### src/rtl/fp_pkg.sv
// fp_pkg: shared widths, constants and stage-1 payload for the FP add aligner
package fp_pkg;
   localparam int EXP_W = 8;
   localparam int FRAC_W = 23;
   localparam int MANT_W = 28;
   localparam logic [EXP_W-1:0] EXP_MAX = 8'hFF;
   localparam int BIAS = 127;
   typedef struct packed {
      logic              sign;
      logic [EXP_W-1:0]  exp;
      logic [MANT_W-2:0] ml;
      logic [MANT_W-2:0] ms;
      logic              eff_sub;
      logic              special;
      logic              nan;
   } s1_t;
endpackage

### src/rtl/fp_add_align_if.sv
// fp_add_align_if: operand/result handshake bundle for fp_add_align
// master drives operands and out_ready; slave (the aligner) drives in_ready and results
interface fp_add_align_if;
   import fp_pkg::*;
   logic              in_valid;
   logic              in_ready;
   logic [31:0]       a;
   logic [31:0]       b;
   logic              sub;
   logic              out_valid;
   logic              out_ready;
   logic              out_sign;
   logic [EXP_W-1:0]  out_exp;
   logic [MANT_W-1:0] out_mant;
   logic              out_special;
   logic              out_nan;
   modport master (output in_valid, a, b, sub, out_ready,
                   input in_ready, out_valid, out_sign, out_exp, out_mant, out_special, out_nan);
   modport slave  (input in_valid, a, b, sub, out_ready,
                   output in_ready, out_valid, out_sign, out_exp, out_mant, out_special, out_nan);
endinterface

### src/rtl/shift_right_sticky.sv
// shift_right_sticky: 27-bit right shift that ORs every lost bit into bit 0
// din: value, amt: shift amount, sat: shift >= 27 (only sticky survives), dout: result
module shift_right_sticky (
   input  logic [26:0] din,
   input  logic [4:0]  amt,
   input  logic        sat,
   output logic [26:0] dout
);
   logic [26:0] sh;
   logic [26:0] mask;
   assign sh = din >> amt;
   assign mask = (27'd1 << amt) - 27'd1;
   assign dout = sat ? {26'd0, |din} : {sh[26:1], sh[0] | (|(din & mask))};
endmodule

### src/rtl/fp_add_align.sv
// fp_add_align: two-stage single-precision add/sub front end (swap, align, add)
// clk/clrn: clock and async active-low reset; io: operand and result handshakes
// out_mant = {carry, hidden, frac, guard, round, sticky} for the leading-one normaliser
module fp_add_align
   import fp_pkg::*;
(
   input logic           clk,
   input logic           clrn,
   fp_add_align_if.slave io
);
   logic              v1, v2, adv2;
   s1_t               s1, p;
   logic              sb, a_big, sl, ss, a_max, b_max;
   logic [30:0]       l, s;
   logic [EXP_W-1:0]  el, es, d;
   logic [MANT_W-2:0] ml, ms, ms_sh;
   logic [MANT_W-1:0] sum;
   assign sb = io.b[31] ^ io.sub;
   // raw magnitude bits order exactly like the values; ties keep a as the larger
   assign a_big = io.a[30:0] >= io.b[30:0];
   assign l = a_big ? io.a[30:0] : io.b[30:0];
   assign s = a_big ? io.b[30:0] : io.a[30:0];
   assign sl = a_big ? io.a[31] : sb;
   assign ss = a_big ? sb : io.a[31];
   assign el = (|l[30:23]) ? l[30:23] : 8'd1;
   assign es = (|s[30:23]) ? s[30:23] : 8'd1;
   assign ml = {|l[30:23], l[22:0], 3'b000};
   assign ms = {|s[30:23], s[22:0], 3'b000};
   assign d = el - es;
   shift_right_sticky u_sh (.din(ms), .amt(d[4:0]), .sat(d >= 8'd27), .dout(ms_sh));
   assign a_max = io.a[30:23] == EXP_MAX;
   assign b_max = io.b[30:23] == EXP_MAX;
   assign p = '{sign: sl, exp: el, ml: ml, ms: ms_sh, eff_sub: sl ^ ss, special: a_max | b_max,
                nan: (a_max & |io.a[22:0]) | (b_max & |io.b[22:0]) | (a_max & b_max & (io.a[31] ^ sb))};
   assign sum = s1.eff_sub ? {1'b0, s1.ml} - {1'b0, s1.ms} : {1'b0, s1.ml} + {1'b0, s1.ms};
   assign adv2 = !v2 | io.out_ready;
   assign io.in_ready = !v1 | adv2;
   assign io.out_valid = v2;
   always_ff @(posedge clk or negedge clrn)
      if (!clrn) begin
         v1 <= 1'b0;
         v2 <= 1'b0;
         s1 <= '0;
         io.out_sign <= 1'b0;
         io.out_exp <= '0;
         io.out_mant <= '0;
         io.out_special <= 1'b0;
         io.out_nan <= 1'b0;
      end else begin
         if (io.in_ready) begin
            v1 <= io.in_valid;
            if (io.in_valid) s1 <= p;
         end
         if (adv2) begin
            v2 <= v1;
            if (v1) begin
               io.out_sign <= !s1.special && s1.eff_sub && sum == '0 ? 1'b0 : s1.sign;
               io.out_exp <= s1.exp;
               io.out_mant <= s1.special ? '0 : sum;
               io.out_special <= s1.special;
               io.out_nan <= s1.nan;
            end
         end
      end
endmodule

### src/flat_wrapper.sv
// flat-port wrapper written by rule: the top's interface ports become plain ports
module fp_add_align_flat import fp_pkg::*;
  (clk, clrn, io_in_valid, io_a, io_b, io_sub, io_out_ready, io_in_ready, io_out_valid, io_out_sign, io_out_exp, io_out_mant, io_out_special, io_out_nan);
  fp_add_align_if io_i ();
  input logic clk;
  input logic clrn;
  input wire logic [$bits(io_i.in_valid)-1:0] io_in_valid;
  input wire logic [$bits(io_i.a)-1:0] io_a;
  input wire logic [$bits(io_i.b)-1:0] io_b;
  input wire logic [$bits(io_i.sub)-1:0] io_sub;
  input wire logic [$bits(io_i.out_ready)-1:0] io_out_ready;
  output wire logic [$bits(io_i.in_ready)-1:0] io_in_ready;
  output wire logic [$bits(io_i.out_valid)-1:0] io_out_valid;
  output wire logic [$bits(io_i.out_sign)-1:0] io_out_sign;
  output wire logic [$bits(io_i.out_exp)-1:0] io_out_exp;
  output wire logic [$bits(io_i.out_mant)-1:0] io_out_mant;
  output wire logic [$bits(io_i.out_special)-1:0] io_out_special;
  output wire logic [$bits(io_i.out_nan)-1:0] io_out_nan;
  assign io_i.in_valid = io_in_valid;
  assign io_i.a = io_a;
  assign io_i.b = io_b;
  assign io_i.sub = io_sub;
  assign io_i.out_ready = io_out_ready;
  assign io_in_ready = io_i.in_ready;
  assign io_out_valid = io_i.out_valid;
  assign io_out_sign = io_i.out_sign;
  assign io_out_exp = io_i.out_exp;
  assign io_out_mant = io_i.out_mant;
  assign io_out_special = io_i.out_special;
  assign io_out_nan = io_i.out_nan;
  fp_add_align u_core (.clk(clk), .clrn(clrn), .io(io_i));
endmodule
### config.mk
export PLATFORM = sky130hd
export DESIGN_NAME = fp_add_align_flat
export DESIGN_NICKNAME = d
export VERILOG_FILES = /design/src/rtl/fp_pkg.sv /design/src/rtl/fp_add_align_if.sv /design/src/rtl/shift_right_sticky.sv /design/src/rtl/fp_add_align.sv /design/src/flat_wrapper.sv
export SDC_FILE = /design/constraint.sdc
export NUM_CORES = 1
export LEC_CHECK = 0
export ABC_AREA = 1
export CORE_ASPECT_RATIO = 1.1
export CORE_MARGIN = 2
export CORE_UTILIZATION = 54
export CTS_CLUSTER_SIZE = 8
export DETAILED_ROUTE_END_ITERATION = 6
export GPL_ROUTABILITY_DRIVEN = 0
export GPL_TIMING_DRIVEN = 0
export HOLD_SLACK_MARGIN = 0.03
export PLACE_DENSITY_LB_ADDON = 0.05
export SLEW_MARGIN = 20
export SYNTH_ARGS = -nofsm -noshare
export SYNTH_HDL_FRONTEND = slang
export SYNTH_SLANG_ARGS = --single-unit
### constraint.sdc
create_clock -name clk -period 2.9 [get_ports clk]
set_input_delay 0.435 -clock clk [delete_from_list [all_inputs] [get_ports clk]]
set_output_delay 0.435 -clock clk [all_outputs]
set_load 0.1 [all_outputs]
==> results.tsv, run 1 <==
metric	value	unit
status	stopped before the end	
haltStage	5_1_grt	
error	[ERROR GRT-0232] Routing congestion too high. Check the congestion heatmap in the GUI.	
die_x	141	um
ys_ff_latch	104	
cts_sinks	104	
cts_buffers	9	
synth_nets	1983	
clockRootBuffer	clkbuf_16	
dp_cells	2190	
worstEndpointGrtRepair	u_core.s1[3]$_DFFE_PN0P_/D	
yosysTopAreaCell	dfrtp_1	
synth_edf_count	0	
gr-total-overflow	3	
syn_area	11200	sq um
avgSynthCellArea	6.13	sq um
dp_hpwl	33.1	mm
initial_utilization	0.547	
synth.distinct_cells	52	
h-tree-depth	3	
synth_flop_cell	dfrtp_1	
io_pins	110	
yosysMostFrequentCell	nand2_1	
grt_max_degree	82	
synthArstFlopShare	1.00	
ys_top_cells_by_area	dfrtp_1 23%, nand2_1 18%, ha_1 9.9%	
ys_seq_area_frac	0.233	
synth-warning-count	0	
die_h	155	um
io_buffer_count	109	
postSynthCellCount	1824	
placement_rows	55	
ys_top_cells_by_count	545 x nand2_1, 213 x inv_1, 193 x nand3_1	
worst_path_end_type	register data pin	
cts_max_path_buffers	2	
synth.top_cell.area_share	0.233	
grtUsageTotal	0.579	
cells by family after synthesis:
family	count (synthesis)	share of synthesized area
buffers and inverters	290	0.104
XOR/XNOR	26	0.0204
adder cells (fa/ha/maj)	90	0.102
AND/OR/NAND/NOR	1000	0.386
AO/OA/AOI/OAI	314	0.154
flip-flops	104	0.233
metrics by stage:
stage / cell area [sq um] / worst slack (ns) / TNS [ns] / hold WS [ns]
after CTS: 15000 / -1.57 / -39.84 / 0.389
after floorplan: 11400 / -1.50 / -34.81 / 0.139
after detailed placement: 12800 / -3.26 / -94.27 / 0.315
after global placement: 12800 / -3.21 / -355.99 / 0.451
repair_timing:
action / in CTS
hold buffers: 1
buffers inserted: 143
resized for setup: 544
endpoints found under the hold margin: 23
pin swaps: 106
endpoints found under the setup margin: 50
gates cloned: 2
layer usage:
layer	GRT overflow	global-route usage
met2	0	0.808
met5	0	0.0847
met1	0	0.594
met4	3	0.530
met3	0	0.346
==> run 2, diff against run 1 <==
CORE_ASPECT_RATIO = default   (was 1.1)
CORE_UTILIZATION = 39   (was 54)
CTS_CLUSTER_SIZE = default   (was 8)
HOLD_SLACK_MARGIN = default   (was 0.03)
PLACE_DENSITY_LB_ADDON = 0.15   (was 0.05)
==> run 2 against run 1 <==
The flow now finishes, with violations (negative setup slack). Synthesized area is the same. Synthesized cell count is the same.
==> results.tsv, run 2 <==
metric	value	unit	change
clkLatencyLatePin	0.37	ns	
clockRootBuffer	clkbuf_16		
antenna_left	0		
rsz0062_at_grt	true		
r2r_cells	16		
arrival	4.96	ns	
io_buffer_count	109		unchanged
dp_hpwl	34.8	mm	+5.1%
ys_top_cells_by_count	545 x nand2_1, 213 x inv_1, 193 x nand3_1		
crit_path_start_kind	input pin		
finClkSkew	0.00831	ns	
stdcell_count	2415		
postSynthCellCount	1824		unchanged
layout.nets	2191		
dp_cells	2312		+5.6%
remaining_drc_errors	0		
crit_path_max_fanout	5		
io_pins	110		unchanged
placement_rows	61		+11%
area_growth	37.6	%	
drtPass1Iterations	6		
ys_top_cells_by_area	dfrtp_1 23%, nand2_1 18%, ha_1 9.9%		
final_cell_mix	482 x nand2_1, 173 x nand3_1, 163 x inv_1		
crit_path_end_kind	flip-flop		
floorplan.die_area	30000	sq um	
ir_worst_vdd	0.000395	V	
h-tree-depth	3		unchanged
dpl_worst_slack	-3.41	ns	-0.150 ns
cts_max_path_buffers	2		unchanged
viasPerCell	5.59		
crit_required	3.16	ns	
synth_nets	1983		unchanged
setup_viol	28		
p_total	12.7	mW	
layout_commonest_cell	nand2_1		
violations	negative setup slack		
leakage	7.30	nW	
syn_area	11200	sq um	unchanged
vias	13500		
cellPowerDensity	825	nW/um^2	
crit_slowest_cell	nor4_2		
slew_headroom	0.340		
avgRoutedWirePerCell	18.6	um	
synth.top_cell.area_share	0.233		unchanged
fin_crit	4.70	ns	
avgSynthCellArea	6.13	sq um	unchanged
synth_edf_count	0		unchanged
post-route-period-util	1.62		
synth-warning-count	0		unchanged
worst_path_largest_cell_delay	0.24	ns	
yosysMostFrequentCell	nand2_1		
cts_sinks	104		unchanged
largest_register_ffs	63		
diodes	0		
grt_pass1_vias	12800		
cts_tree	done		
critPathMostFrequentCell	buf_4		
cts_buffers	9		unchanged
slew_violations	0		
synth_flop_cell	dfrtp_1		
finalHoldViolCount	0		
ys_ff_latch	104		unchanged
cap_violations	0		
regMostFlops	u_core.s1		
grt_pass1_wl	67.9	mm	
min_path_cells	3		
wl	44.9	mm	
grt_max_degree	67		
status	finished with violations		
ys_seq_area_frac	0.233		unchanged
max_freq	213	MHz	
clkTransAtPathRegs	0.08	ns	
die_x	173	um	+23%
antenna_found_initial	0		
top_regs	u_core.s1 (63), u_core.io.out_mant (28), u_core.io.out_exp (8)		
synth.distinct_cells	52		unchanged
drive_above_1_share	0.274		
tns	-46.80	ns	
yosysTopAreaCell	dfrtp_1		
grtUsageTotal	0.286		
synthArstFlopShare	1.00		unchanged
hold_class	in2reg		
drt_iter0_markers	1181		
worst_pin_slew	0.988	ns	
post-route-util	0.549		
gr-total-overflow	0		
initial_utilization	0.399		-0.148
setup_ws	-1.80	ns	
core_area	28000	sq um	
timing_worst_setup_path_type	in2reg		
die_h	173	um	+12%
run 2: cell counts after synthesis:
No cell type changed its count.
run 2: path summary, 6_finish.rpt:
kind,from,end,slack (ns)
min,io_b[28],u_core.s1[62]$_DFFE_PN0P_,0.39
max,io_a[25],u_core.s1[56]$_DFFE_PN0P_,-1.80
min in group asynchronous,clrn,u_core.io.out_mant[13]$_DFFE_PN0P_,0.53
min reg2reg,u_core.s1[60]$_DFFE_PN0P_,u_core.io.out_exp[3]$_DFFE_PN0P_,0.48
max in group asynchronous,clrn,u_core.s1[64]$_DFFE_PN0P_,1.70
max reg2reg,u_core.s1[8]$_DFFE_PN0P_,u_core.io.out_sign$_DFFE_PN0P_,0.08
run 2: metrics by stage:
stage,hold WS [ns],cell area (sq um)
global route,0.420,15400
detailed placement,0.361,13000
global placement,0.461,13000
floorplan,0.139,11400
CTS,0.438,14100
finish,0.391,15400
run 2: logic make-up (layout without fill, tap and decap cells):
kind of cell | Yosys count | after routing | share of synthesized area
xor gates and xnor gates | 26 | 26 | 0.0204
and+or+nand+nor | 1000 | 1000 | 0.386
adders and majority gates | 90 | 90 | 0.102
DFF | 104 | 104 | 0.233
buffers and inverters | 290 | 503 | 0.104
AOI/OAI and AO/OA | 314 | 314 | 0.154
run 2: cell type report:
cell class | instances | area, sq um
tap | 378 | 473
buffer | 63 | 433
timing repair buffer | 205 | 1790
clock buffer | 9 | 225
clock inverter | 7 | 85.1
sequential | 104 | 2620
fill | 2765 | 12600
inverter | 219 | 881
multi-input combinational | 1430 | 8880
run 2: what timing repair did:
item	in CTS	in global routing
hold endpoints to repair	38	0
gates cloned	1	1
setup buffers	47	45
setup endpoints to repair	51	29
hold buffers	1	0
pin swaps	49	106
gates resized for setup	271	430
run 2: power by group:
group | switching (mW) | internal [mW]
Clock | 0.648 | 0.692
Sequential | 0.325 | 1.84
Combinational | 6.28 | 2.90
run 2: worst max-delay path: cells and delay by family:
kind,cells,cell delay [ns]
buffers and inverters,25,2.99
AND/OR/NAND/NOR,10,1.04
AO/OA/AOI/OAI,2,0.31
adder cells (fa/ha/maj),1,0.22
run 2: layer usage:
metal  part of all wire  track usage  wire [um]  up-vias
met3              0.070       0.0309       3150      216
li1                   -            -          -     6387
met4              0.067        0.150       3010        0
met2               0.46        0.487      20600      700
met1               0.40        0.357      18100     6195
met5                  0            0          0        -
No activity file was read; power rests on OpenSTA's default activity.
